==> src/rtl/uart_cmd_frame_assembler.sv <==
// Collects UART bytes into an opcode/address/data command frame and hands it to the
// command decoder over valid/ready; drops stalled partial frames and flags lost bytes.
module uart_cmd_frame_assembler #(
   parameter int OPC_BYTES      = 2,
   parameter int ADDR_BYTES     = 2,
   parameter int DATA_BYTES     = 4,
   parameter int TIMEOUT_CYCLES = 13020
) (
   input  logic                      i_clock,
   input  logic                      i_n_reset,
   input  logic                      i_rx_done,
   input  logic [7:0]                i_rx_data,
   input  logic                      i_cmd_ready,
   output logic                      o_cmd_valid,
   output logic [8*OPC_BYTES-1:0]    o_opcode,
   output logic [8*ADDR_BYTES-1:0]   o_addr,
   output logic [8*DATA_BYTES-1:0]   o_data,
   output logic                      o_busy,
   output logic                      o_overrun,
   output logic                      o_timeout
);

   // Handshake: a frame moves when o_cmd_valid && i_cmd_ready at a rising edge;
   // o_cmd_valid and the fields stay stable until that edge.
   localparam int N  = OPC_BYTES + ADDR_BYTES + DATA_BYTES;
   localparam int CW = $clog2(N + 1);
   localparam int TW = $clog2(TIMEOUT_CYCLES + 1);
   localparam int TLIM = TIMEOUT_CYCLES - 1;

   typedef enum logic {
      ST_COLLECT = 1'b0,
      ST_HOLD    = 1'b1
   } state_t;

   state_t               r_state;
   logic [CW-1:0]        r_count;
   logic [TW-1:0]        r_tcnt;
   logic [8*(N-1)-1:0]   r_shift;
   logic [8*N-1:0]       w_frame;

   // Earlier bytes sit in the shift register, so the newest byte completes the frame
   // in big-endian arrival order without a per-slot write decoder.
   assign w_frame = {r_shift, i_rx_data};

   always_ff @(posedge i_clock) begin
      if (!i_n_reset) begin
         r_state     <= ST_COLLECT;
         r_count     <= '0;
         r_tcnt      <= '0;
         r_shift     <= '0;
         o_cmd_valid <= 1'b0;
         o_opcode    <= '0;
         o_addr      <= '0;
         o_data      <= '0;
         o_busy      <= 1'b0;
         o_overrun   <= 1'b0;
         o_timeout   <= 1'b0;
      end else begin
         o_overrun <= 1'b0;
         o_timeout <= 1'b0;
         case (r_state)
            ST_COLLECT: begin
               if (i_rx_done) begin
                  r_shift <= {r_shift[8*(N-2)-1:0], i_rx_data};
                  r_tcnt  <= '0;
                  if (r_count == CW'(N - 1)) begin
                     r_state     <= ST_HOLD;
                     r_count     <= CW'(N);
                     o_cmd_valid <= 1'b1;
                     o_busy      <= 1'b0;
                     o_opcode    <= w_frame[8*N-1 -: 8*OPC_BYTES];
                     o_addr      <= w_frame[8*(ADDR_BYTES+DATA_BYTES)-1 -: 8*ADDR_BYTES];
                     o_data      <= w_frame[8*DATA_BYTES-1:0];
                  end else begin
                     r_count <= r_count + CW'(1);
                     o_busy  <= 1'b1;
                  end
               end else if (r_count != '0) begin
                  // Expiry lands exactly TIMEOUT_CYCLES edges after the last accepted byte.
                  if (r_tcnt == TW'(TLIM)) begin
                     r_count   <= '0;
                     r_tcnt    <= '0;
                     o_timeout <= 1'b1;
                     o_busy    <= 1'b0;
                  end else begin
                     r_tcnt <= r_tcnt + TW'(1);
                  end
               end
            end
            ST_HOLD: begin
               if (i_cmd_ready) begin
                  r_state     <= ST_COLLECT;
                  o_cmd_valid <= 1'b0;
                  r_tcnt      <= '0;
                  if (i_rx_done) begin
                     r_shift <= {r_shift[8*(N-2)-1:0], i_rx_data};
                     r_count <= CW'(1);
                     o_busy  <= 1'b1;
                  end else begin
                     r_count <= '0;
                  end
               end else if (i_rx_done) begin
                  o_overrun <= 1'b1;
               end
            end
            default: r_state <= ST_COLLECT;
         endcase
      end
   end

endmodule

==> config.mk <==
export PLATFORM = sky130hd
export DESIGN_NAME = uart_cmd_frame_assembler
export DESIGN_NICKNAME = d
export VERILOG_FILES = /design/src/rtl/uart_cmd_frame_assembler.sv
export SDC_FILE = /design/constraint.sdc
export NUM_CORES = 1
export LEC_CHECK = 0
export ABC_AREA = 0
export BUFFER_PORTS_ARGS = -buffer_cell sky130_fd_sc_hd__buf_2
export CORE_ASPECT_RATIO = 0.8
export CORE_MARGIN = 1.5
export CORE_UTILIZATION = 45
export DETAILED_ROUTE_END_ITERATION = 8
export GPL_ROUTABILITY_DRIVEN = 0
export MAX_ROUTING_LAYER = met4
export PLACE_DENSITY = 0.66
export SETUP_SLACK_MARGIN = 0.3
export SYNTH_ARGS = -nofsm -noshare
export SYNTH_HDL_FRONTEND = slang
export SYNTH_SLANG_ARGS = --single-unit
==> constraint.sdc <==
create_clock -name i_clock -period 2.2 [get_ports i_clock]
set_input_delay 0.66 -clock i_clock [delete_from_list [all_inputs] [get_ports i_clock]]
set_output_delay 0.66 -clock i_clock [all_outputs]
set_load 0.01 [all_outputs]
Word level (Yosys, flattened, before mapping)

Index checks and enable logic that the tools add are counted.

Bitwise logic cells: 3
Add/subtract/negate cells: 2
Mux-type cells: 32
Reduce and logical (&&, ||, !) cells: 8
Equality and inequality tests: 8

Operators with widths:

| cell                  | number |
|---|---|
| $mux 56               | 2 |
| $pmux 56 s2           | 1 |
| $mux 14               | 4 |
| $pmux 14 s2           | 1 |
| $mux 4                | 5 |
| $mux 1                | 15 |
| $add 14x1->14 const B | 1 |
| $eq 14x14->1 const B  | 1 |
| $reduce_and 3->1      | 3 |
| $ne 2x2->1 const B    | 4 |
| $pmux 4 s2            | 1 |
| $ne 3x3->1 const B    | 2 |
| $pmux 1 s2            | 3 |
| $add 4x1->4 const B   | 1 |
| $eq 4x3->1 const B    | 1 |
| $reduce_and 4->1      | 1 |
| $reduce_bool 4->1     | 1 |
| $reduce_or 4->1       | 1 |
| $not 1->1             | 3 |
| $reduce_or 3->1       | 1 |
| $reduce_and 2->1      | 1 |

Output and inout port bits: 68
Register bits after elaboration: 143
Word-level logic and storage cells: 64
Input bits: 12

Logic depth before layout (Yosys ltp)

Gate-level depths: netlist of the first run.

Word-level depth: 5
Mapped depth: 7
Depth with buffers taken out: 6

Worst setup path after synthesis of the first run

Ideal clock, no wire load.

Path type: in2reg
Start: in i_rx_done
End: reg r_tcnt[10]
Data arrival time: 1.945 ns
Path slack: 0.170 ns
Stages: 5
Data required time: 2.114 ns
Setup time: 0.086 ns
Path through: clkbuf_2 -> nor2_1 -> a211o_1 -> or4_1 -> a211oi_1

Word-level cells in the longest chain between the ends: 2
Elaborated cells on any way between the ends: 4
Classes of those cells: 1 x eq/ne; 2 x mux; 1 x reduce/logical

Ends and longest elaborated chain:

| item                                                   | line | text |
|---|---|---|
| start: declaration                                     | 11   | `input logic i_rx_done,` |
| $mux 14 / $ne 3x3->1 (equally long branches)           | -    |  |
| $pmux 14 s2 / $reduce_and 2->1 (equally long branches) | -    |  |
| end signal: assignment                                 | 86   | `r_tcnt <= r_tcnt + TW'(1);` |
| end: declaration                                       | 37   | `logic [TW-1:0] r_tcnt;` |

Several ways; a longest one is shown, not always the timed one.
A chain may end at the register's enable or synchronous reset.

Worst setup path after layout of the first run

Start: reg r_count[0]
End: reg r_tcnt[11]

Word-level cells in the longest chain between the ends: 3

Ends and longest elaborated chain:

| item                       | line | text |
|---|---|---|
| start: declaration         | 36   | `logic [CW-1:0] r_count;` |
| start signal: assignment   | 68   | `r_count <= CW'(N);` |
| start signal: assignment   | 75   | `r_count <= r_count + CW'(1);` |
| $reduce_bool 4->1          | 78   | `end else if (r_count != '0) begin` |
| $ne 3x3->1 (no line)       | -    |  |
| $reduce_and 2->1 (no line) | -    |  |

Every way passes these cells.

==> results of run 1 <==
[synth_stat cells, types with 2 or more instances]
library cell	count
inv_1	4
clkbuf_1	32
nor4b_1	2
o31ai_1	6
and3_1	2
nand4b_1	3
ha_1	3
o21ai_0	6
buf_2	8
nor2b_1	2
a21oi_1	124
nand4_1	2
or3_1	3
nand2_1	249
nand2b_1	2
a211oi_1	11
xor2_1	2
xnor2_1	2
nand3_1	6
nor3_1	5
dfxtp_1	143
or4_1	4
[critical path, cell delays in order, from the launching register on]
cell,delay (ps)
dfxtp_2,350
inv_2,60
ha_4,150
nor3b_4,170
a2111o_1,500
or3_1,340
a211oi_2,220
[layout by cell type (no fill, tap or decap), types with 7 or more instances in the layout]
cell type and instances:
clkbuf_16 17, bufinv_16 8, a21oi_1 124, buf_4 12, a211oi_1 7, nand2_1 248
buf_2 79, dfxtp_1 139
[timing repair]
item | in CTS | in global routing
setup endpoints to repair | 11 | 11
gates resized for setup | 7 | 11
gates cloned | 0 | 1
buffers inserted | 3 | 2
pin swaps | 3 | 3
[worst max path at each step]
stage                 endpoint  startpoint  depth (start not counted)  slack [ps]
finish              r_tcnt[11]  r_count[0]                          6         330
detailed placement  r_tcnt[11]  r_count[0]                          6         130
global route        r_tcnt[11]  r_count[0]                          6         280
global placement     r_tcnt[9]  r_count[0]                          6         220
CTS                 r_tcnt[13]  r_count[1]                          6         330
floorplan           o_addr[15]   i_rx_done                          7         270
[sequential cells by signal, summed over array words and instances (netlist names)]
register / cells
o_overrun: 1
r_count: 4
o_cmd_valid: 1
o_opcode: 16
o_data: 32
r_shift: 56
o_busy: 1
o_timeout: 1
r_tcnt: 14
o_addr: 16
r_state: 1
[logic make-up (layout without fill, tap and decap cells)]
logic type	after synthesis	after routing	share of synthesized area [%]
and+or+nand+nor	289	290	23.2
buffers and inverters	49	133	3.97
DFF	143	143	54.4
AOI/OAI and AO/OA	159	159	16.9
muxes	1	1	0.190
adders and majority gates	3	3	0.713
xor gates and xnor gates	4	4	0.666
[layer usage]
layer,vias up,share of wire (%)
met4,0,1.6
met3,17,5.7
met5,-,0
li1,2326,-
met1,2177,47
met2,137,46
[power by group through the flow]
stage                     sequential (mW)  combinational, mW  clock (mW)
after floorplan                      2.69              0.133           0
after global placement               2.69              0.190           0
after detailed placement             2.69              0.195           0
after CTS                            2.64              0.206        3.50
after global routing                 2.64              0.242        3.61
final                                2.64              0.222        3.46
[final cells by class]
type,count,area share [%]
clock buffer,21,6.90
clock inverter,10,3.84
tap,148,2.77
timing repair buffer,97,9.07
sequential,143,43.0
inverter,5,0.319
multi-input combinational,457,34.1
==> results_tabular.tex, run 1 <==
\begin{tabular}{lr}
\hline
Metric & Value \\
\hline
\multicolumn{2}{l}{\textbf{Status}} \\
\quad Result of the run & complete, no violations \\
\multicolumn{2}{l}{\textbf{Worst setup path}} \\
\quad FF-to-FF Start & r\_count[0] \\
\quad Kind of end point of the critical path & register \\
\quad Worst setup SP type & register \\
\quad Maximum net fanout on the critical path & 5 \\
\quad Depth of the worst register-to-register path & 6 \\
\quad Data arrival time of the critical path & about 2200 ps \\
\quad Endpoint of the most critical register-to-register path & r\_tcnt[11] \\
\quad Path type of the worst setup path & reg2reg \\
\quad Register-to-register setup slack & between 300 and 400 ps \\
\quad Required time worst endpoint & between 2000 and 3000 ps \\
\multicolumn{2}{l}{\textbf{Cells and area}} \\
\quad Total area of sequential cells & 2870 um2 \\
\quad Number of nets at the end of the flow & $\sim$740 \\
\quad Footprint of the multi-input gates & approximately 2300 um2 \\
\quad Fillers & about 1000 \\
\quad Layout cell share with drive strength beyond 1 & 21.1\% \\
\quad Final cell area excluding filler cells & 6680 um2 \\
\quad Number of non-filler instances in the completed layout & around 880 \\
\quad Number of antenna diodes & 0 \\
\quad Final core utilization & 58.2\% \\
\quad Area overhead of the layout relative to synthesis & 26.8\% \\
\multicolumn{2}{l}{\textbf{STA}} \\
\quad Remaining max-slew budget at the tightest pin & roughly three fifths \\
\quad Share of the clock period used by the worst path & $\sim$85\% \\
\quad Slew of the pin with the lowest slew margin & 609 ps \\
\quad Maximum operating frequency & roughly 540 MHz \\
\quad Aggregate negative setup slack & 0 ps \\
\quad Layout Skew & about 7.5 ps \\
\quad Final setup margin & 332 ps \\
\quad Number of endpoints with negative hold slack in the final report & 0 \\
\quad Worst hold slack & between 400 and 500 ps \\
\quad Number of max-slew violations in the final report & 0 \\
\quad Crit path time final & between 1500 and 2000 ps \\
\quad Setup-failing EPs final & 0 \\
\quad Unrepaired setup endpoints after global routing & yes \\
\multicolumn{2}{l}{\textbf{CTS}} \\
\quad Clock latency of the later-clocked register in the worst-skew pair & about 410 ps \\
\quad Clock Pin Slew Worst Setup and Hold Paths & approximately 60 ps \\
\quad CTS tree & done \\
\quad Htree depth & 4 \\
\quad CTS Root Buffer Type & clkbuf\_16 \\
\quad Number of buffers on the longest clock path & 2 \\
\quad Number of clock buffers inserted by TritonCTS & 17 \\
\quad Count of hold-fix buffers inserted at cts & 0 \\
\quad Clock sink total & around 140 \\
\multicolumn{2}{l}{\textbf{Worst hold path}} \\
\quad Hold Path Cell Cnt & 2 \\
\quad Class of the tightest hold or removal check & reg2reg \\
\quad Origin of the worst min-delay path & o\_data[7] \\
\quad Worst Hold Path EP & o\_data[7] \\
\multicolumn{2}{l}{\textbf{Power}} \\
\quad Combinational share of power & between 3 and 4\% \\
\quad Clock share of power & between 50\% and 60\% \\
\quad Final Total Pwr & roughly 6.3 mW \\
\quad Static leakage & roughly 2.5 nW \\
\quad Share of total power in sequential cells & 41.7\% \\
\quad Internal Power & between 5 and 6 mW \\
\quad Switch share & 19.3\% \\
\quad Power dissipated by switching net loads & around 1.2 mW \\
\quad IR drop worst, VDD & about 0.84 mV \\
\quad Power Dens Cells & 948 nW/um2 \\
\multicolumn{2}{l}{\textbf{Route}} \\
\quad Post-route DRC violation count & 0 \\
\quad Vias after detailed routing & about 4700 \\
\quad Aggregate routed wire length & between 10 and 15 mm \\
\quad Number of DRC violations after detailed-routing iteration 0 & between 200 and 300 \\
\quad Detail Route Antenna Nets & 0 \\
\quad Vias per cell & roughly 5.3 \\
\quad Mean routed wirelength per cell & between 10 and 15 um \\
\quad Detailed Routing Iterations Pass 1 & 5 \\
\multicolumn{2}{l}{\textbf{Synth}} \\
\quad Share of synthesized flip-flops with an asynchronous set or reset & 0\% \\
\quad Synth top area cells & dfxtp\_1 (54\%), nand2\_1 (18\%), a21oi\_1 (12\%), clkbuf\_1 (2.3\%), a211oi\_1 (1.6\%) \\
\quad Yosys top cell area share & about 54\% \\
\quad Cell Area, Synth & $\sim$5300 um2 \\
\quad Gate count after technology mapping & between 600 and 700 \\
\quad Leading area contributor after synthesis & dfxtp\_1 \\
\quad Yosys cell types & 49 \\
\quad Mean instance size in the synthesized netlist & around 8 um2 \\
\quad Total of flip-flops plus latches after synthesis & around 140 \\
\quad Net count of the mapped netlist & around 660 \\
\quad Top FF cell, synth & dfxtp\_1 \\
\quad Post-synthesis sequential area ratio & approximately 54\% \\
\quad EDFF count, synth & 0 \\
\quad Synth warn & 0 \\
\multicolumn{2}{l}{\textbf{Global routing}} \\
\quad Fraction of met1 tracks used by global routing & a little over a quarter \\
\quad Met3 global-route usage & under 10\% \\
\quad Global-route wire length before repair & 20.5 mm \\
\quad Largest net degree at the start of global routing & between 60 and 70 \\
\quad Overall global routing resource usage & a little over a fifth \\
\quad Aggregate global routing overflow & 0 \\
\quad Busiest layer in global routing & met2 \\
\quad Antenna violations before repair & 0 \\
\quad Met2 Usage GRT & about 33\% \\
\quad Vias in the first global route & about 4400 \\
\multicolumn{2}{l}{\textbf{Floorplanning}} \\
\quad Die Wd & 124 um \\
\quad Die outline area & between 10000 and 15000 um2 \\
\quad Boundary pin count & 80 \\
\quad Effective utilization at floorplan & 45.9\% \\
\quad Cell row count & 35 \\
\quad Die H & approximately 100 um \\
\quad Floorplan Core Area & 11500 um2 \\
\multicolumn{2}{l}{\textbf{Placement}} \\
\quad Cells after DPL & 844 \\
\quad Post-placement cell area & approximately 5800 um2 \\
\quad IO Port Bufs & between 70 and 80 \\
\quad Pre-CTS worst setup slack & about 130 ps \\
\quad Detailed-placement wirelength estimate & a little under 8 mm \\
\multicolumn{2}{l}{\textbf{Job}} \\
\quad Max-cap violations & 0 \\
\hline
\end{tabular}
No activity file was read; power rests on OpenSTA's default activity.
==> run 2: changes to the inputs <==
--- a/config.mk
+++ b/config.mk
@@ -13,7 +13,7 @@
 export DETAILED_ROUTE_END_ITERATION = 8
 export GPL_ROUTABILITY_DRIVEN = 0
 export MAX_ROUTING_LAYER = met4
-export PLACE_DENSITY = 0.66
+export PLACE_DENSITY = 0.68
 export SETUP_SLACK_MARGIN = 0.3
 export SYNTH_ARGS = -nofsm -noshare
 export SYNTH_HDL_FRONTEND = slang
==> constraint.sdc (replaced) <==
create_clock -name i_clock -period 1.7 [get_ports i_clock]
set_input_delay 0.51 -clock i_clock [delete_from_list [all_inputs] [get_ports i_clock]]
set_output_delay 0.51 -clock i_clock [all_outputs]
set_load 0.01 [all_outputs]
==> results_tabular.tex, run 2 (synthesis gave the netlist of run 1 again) <==
\begin{tabular}{lr}
\hline
Metric & Value \\
\hline
\multicolumn{2}{l}{\textbf{STA}} \\
\quad Unrepaired setup endpoints after global routing & yes \\
\quad Number of max-slew violations in the final report & 0 (unchanged) \\
\quad Number of endpoints with negative hold slack in the final report & 0 (unchanged) \\
\quad Final setup margin & -92.3 ps (-424 ps) \\
\quad Slew of the pin with the lowest slew margin & 455 ps (-154 ps) \\
\quad Remaining max-slew budget at the tightest pin & 69.7\% (+10 points) \\
\quad Crit path time final & 1790 ps (-75.5 ps) \\
\quad Maximum operating frequency & 558 MHz (+4.2\%) \\
\quad Layout Skew & 7.83 ps (+0.300 ps) \\
\quad Setup-failing EPs final & 8 (+8) \\
\quad Share of the clock period used by the worst path & 105\% (+21 points) \\
\multicolumn{2}{l}{\textbf{Worst setup path}} \\
\quad Kind of end point of the critical path & register \\
\quad FF-to-FF Start & r\_count[1] \\
\quad Peak per-stage delay on the critical path & 340 ps (-160 ps) \\
\quad Path type of the worst setup path & reg2reg \\
\quad Endpoint of the most critical register-to-register path & r\_tcnt[6] \\
\quad Required time worst endpoint & 2030 ps (-500 ps) \\
\quad Data arrival time of the critical path & 2120 ps (-80 ps) \\
\quad Register-to-register setup slack & -90 ps (-420 ps) \\
\quad Depth of the worst register-to-register path & 7 (+1) \\
\quad Maximum net fanout on the critical path & 6 (+1) \\
\quad Worst setup SP type & register \\
\quad Critical path buffers and inverters & 2 (+1) \\
\quad Kind of cell adding the most delay to the critical path & compound AO/OA/AOI/OAI gates \\
\quad Cell with the largest stage delay on the worst path & a211o\_1 \\
\quad CP cell instances & inv\_2 -> ha\_4 -> nor3b\_4 -> a211o\_1 -> buf\_6 -> or3\_4 -> a211oi\_2 \\
\multicolumn{2}{l}{\textbf{Cells and area}} \\
\quad Number of flip-flops under the largest register name & 56 (unchanged) \\
\quad Largest registers & r\_shift (56), o\_data (32) \\
\quad Layout cell share with drive strength beyond 1 & 42.4\% (+21 points) \\
\quad Number of antenna diodes & 0 (unchanged) \\
\quad Number of non-filler instances in the completed layout & 933 (+5.9\%) \\
\quad Largest register by flop count & r\_shift \\
\quad Area overhead of the layout relative to synthesis & 49.6\% \\
\quad Most frequent cells in the layout & nand2\_1 (247), a21oi\_1 (81), dfxtp\_2 (72) \\
\quad Most common cell after layout, fill and taps aside & nand2\_1 \\
\quad Number of nets at the end of the flow & 787 (+6.9\%) \\
\multicolumn{2}{l}{\textbf{Power}} \\
\quad Internal Power & 6.40 mW (+25\%) \\
\quad Combinational share of power & 5.1\% (+1.6 points) \\
\quad Power Dens Cells & 1030 nW/um2 (+9.0\%) \\
\quad Power dissipated by switching net loads & 1.73 mW (+42\%) \\
\quad Clock share of power & 52.9\% (-1.9 points) \\
\quad Switch share & 21.3\% (+2.0 points) \\
\quad Static leakage & 2.90 nW (+17\%) \\
\quad IR drop worst, VDD & 0.781 mV (-6.9\%) \\
\quad Share of total power in sequential cells & 42.0\% (+0.3 points) \\
\quad Final Total Pwr & 8.13 mW (+29\%) \\
\multicolumn{2}{l}{\textbf{Route}} \\
\quad Post-route DRC violation count & 0 (unchanged) \\
\quad Mean routed wirelength per cell & 17.2 um (+22\%) \\
\quad Detailed Routing Iterations Pass 1 & 6 (+1) \\
\quad Vias per cell & 5.52 (+4.5\%) \\
\quad Detail Route Antenna Nets & 0 (unchanged) \\
\quad Number of DRC violations after detailed-routing iteration 0 & 365 (+25\%) \\
\quad Aggregate routed wire length & 16.0 mm (+30\%) \\
\quad Vias after detailed routing & 5153 (+11\%) \\
\multicolumn{2}{l}{\textbf{Worst hold path}} \\
\quad Worst Hold Path EP & o\_data[1] \\
\quad Hold Path Cell Cnt & 3 (+1) \\
\quad Origin of the worst min-delay path & i\_rx\_data[1] \\
\quad Class of the tightest hold or removal check & in2reg \\
\multicolumn{2}{l}{\textbf{CTS}} \\
\quad Clock Pin Slew Worst Setup and Hold Paths & 60 ps (about the same) \\
\quad Number of buffers on the longest clock path & 2 (unchanged) \\
\quad CTS Root Buffer Type & clkbuf\_16 \\
\quad Clock latency of the later-clocked register in the worst-skew pair & 420 ps (about the same) \\
\quad Number of clock buffers inserted by TritonCTS & 17 (unchanged) \\
\quad Htree depth & 4 (unchanged) \\
\quad CTS tree & done \\
\quad Clock sink total & 143 (unchanged) \\
\quad Count of hold-fix buffers inserted at cts & 0 (unchanged) \\
\multicolumn{2}{l}{\textbf{Global routing}} \\
\quad Largest net degree at the start of global routing & 57 (-15\%) \\
\quad Antenna violations before repair & 0 (unchanged) \\
\quad Overall global routing resource usage & 25.1\% (+3.6 points) \\
\quad Global-route wire length before repair & 23.3 mm (+14\%) \\
\quad Vias in the first global route & 4844 (+10\%) \\
\quad Aggregate global routing overflow & 0 (unchanged) \\
\multicolumn{2}{l}{\textbf{Floorplanning}} \\
\quad Boundary pin count & 80 (unchanged) \\
\quad Floorplan Core Area & 11500 um2 (unchanged) \\
\quad Cell row count & 35 (unchanged) \\
\quad Die H & 99.7 um (unchanged) \\
\quad Effective utilization at floorplan & 45.9\% (unchanged) \\
\quad Die Wd & 124 um (unchanged) \\
\quad Die outline area & 12400 um2 (unchanged) \\
\multicolumn{2}{l}{\textbf{Placement}} \\
\quad Cells after DPL & 870 (+3.1\%) \\
\quad IO Port Bufs & 79 (unchanged) \\
\quad Detailed-placement wirelength estimate & 8.15 mm (+5.1\%) \\
\quad Pre-CTS worst setup slack & -130 ps (-262 ps) \\
\multicolumn{2}{l}{\textbf{Status}} \\
\quad Violated checks & negative setup slack \\
\quad Result of the run & complete, but fails checks \\
\multicolumn{2}{l}{\textbf{Job}} \\
\quad Max-cap violations & 0 (unchanged) \\
\hline
\end{tabular}
[run 2: stage by stage]
stage               instance area (um2)  hold WS [ps]  utilization, %  setup TNS, ps
floorplan                          5380           432               -           -134
global placement                   6080           441            53.0          -4170
detailed placement                 6080           446            53.0          -6160
CTS                                7310           326            63.7           -670
global route                       7880           354            68.6          -1250
finish                             7880           346            68.6           -600
[run 2: how the worst max path moves through the flow]
stage / endpoint / slack (ps) / startpoint / cells past startpoint
2_1_floorplan: r_tcnt[13] / -70 / i_rx_done / 5
3_3_place_gp: r_tcnt[13] / -130 / i_rx_done / 5
3_5_place_dp: r_tcnt[13] / -130 / i_rx_done / 5
4_1_cts: r_tcnt[12] / -110 / r_count[1] / 6
5_1_grt: r_tcnt[6] / -160 / r_count[0] / 7
6_report: r_tcnt[6] / -90 / r_count[1] / 7
[run 2: layout make-up]
type,instances,area [um2]
multi-input cells,456,2520
repair buffers,149,1500
fillers,855,3600
clock buffers,19,453
flip-flops and latches,143,2960
well taps,148,185
inverters,5,21.3
clock inverters,13,235
[run 2: per-layer routing]
metal	share of wire, %	global-route usage, %
met5	0	-
met4	3.3	10.8
met3	7.1	6.25
met2	47	39.0
met1	43	31.1
[run 2: power groups by stage]
stage | Sequential [mW] | Clock, mW | Combinational (mW)
global route | 3.42 | 4.48 | 0.442
detailed placement | 3.48 | 0 | 0.308
global placement | 3.48 | 0 | 0.301
CTS | 3.41 | 4.33 | 0.361
finish | 3.42 | 4.30 | 0.412
floorplan | 3.48 | 0 | 0.194
[run 2: worst min-delay path, cell delays in order]
cell     delay [ps]
buf_2           100
nand2_1          60
a21oi_2          40
[run 2: timing repair]
action                     in CTS  in global routing
setup endpoints to repair     122                195
hold endpoints to repair        0                  0
cloned                          8                  5
buffers inserted               14                  4
resized for setup              86                115
pin swaps                      19                 11
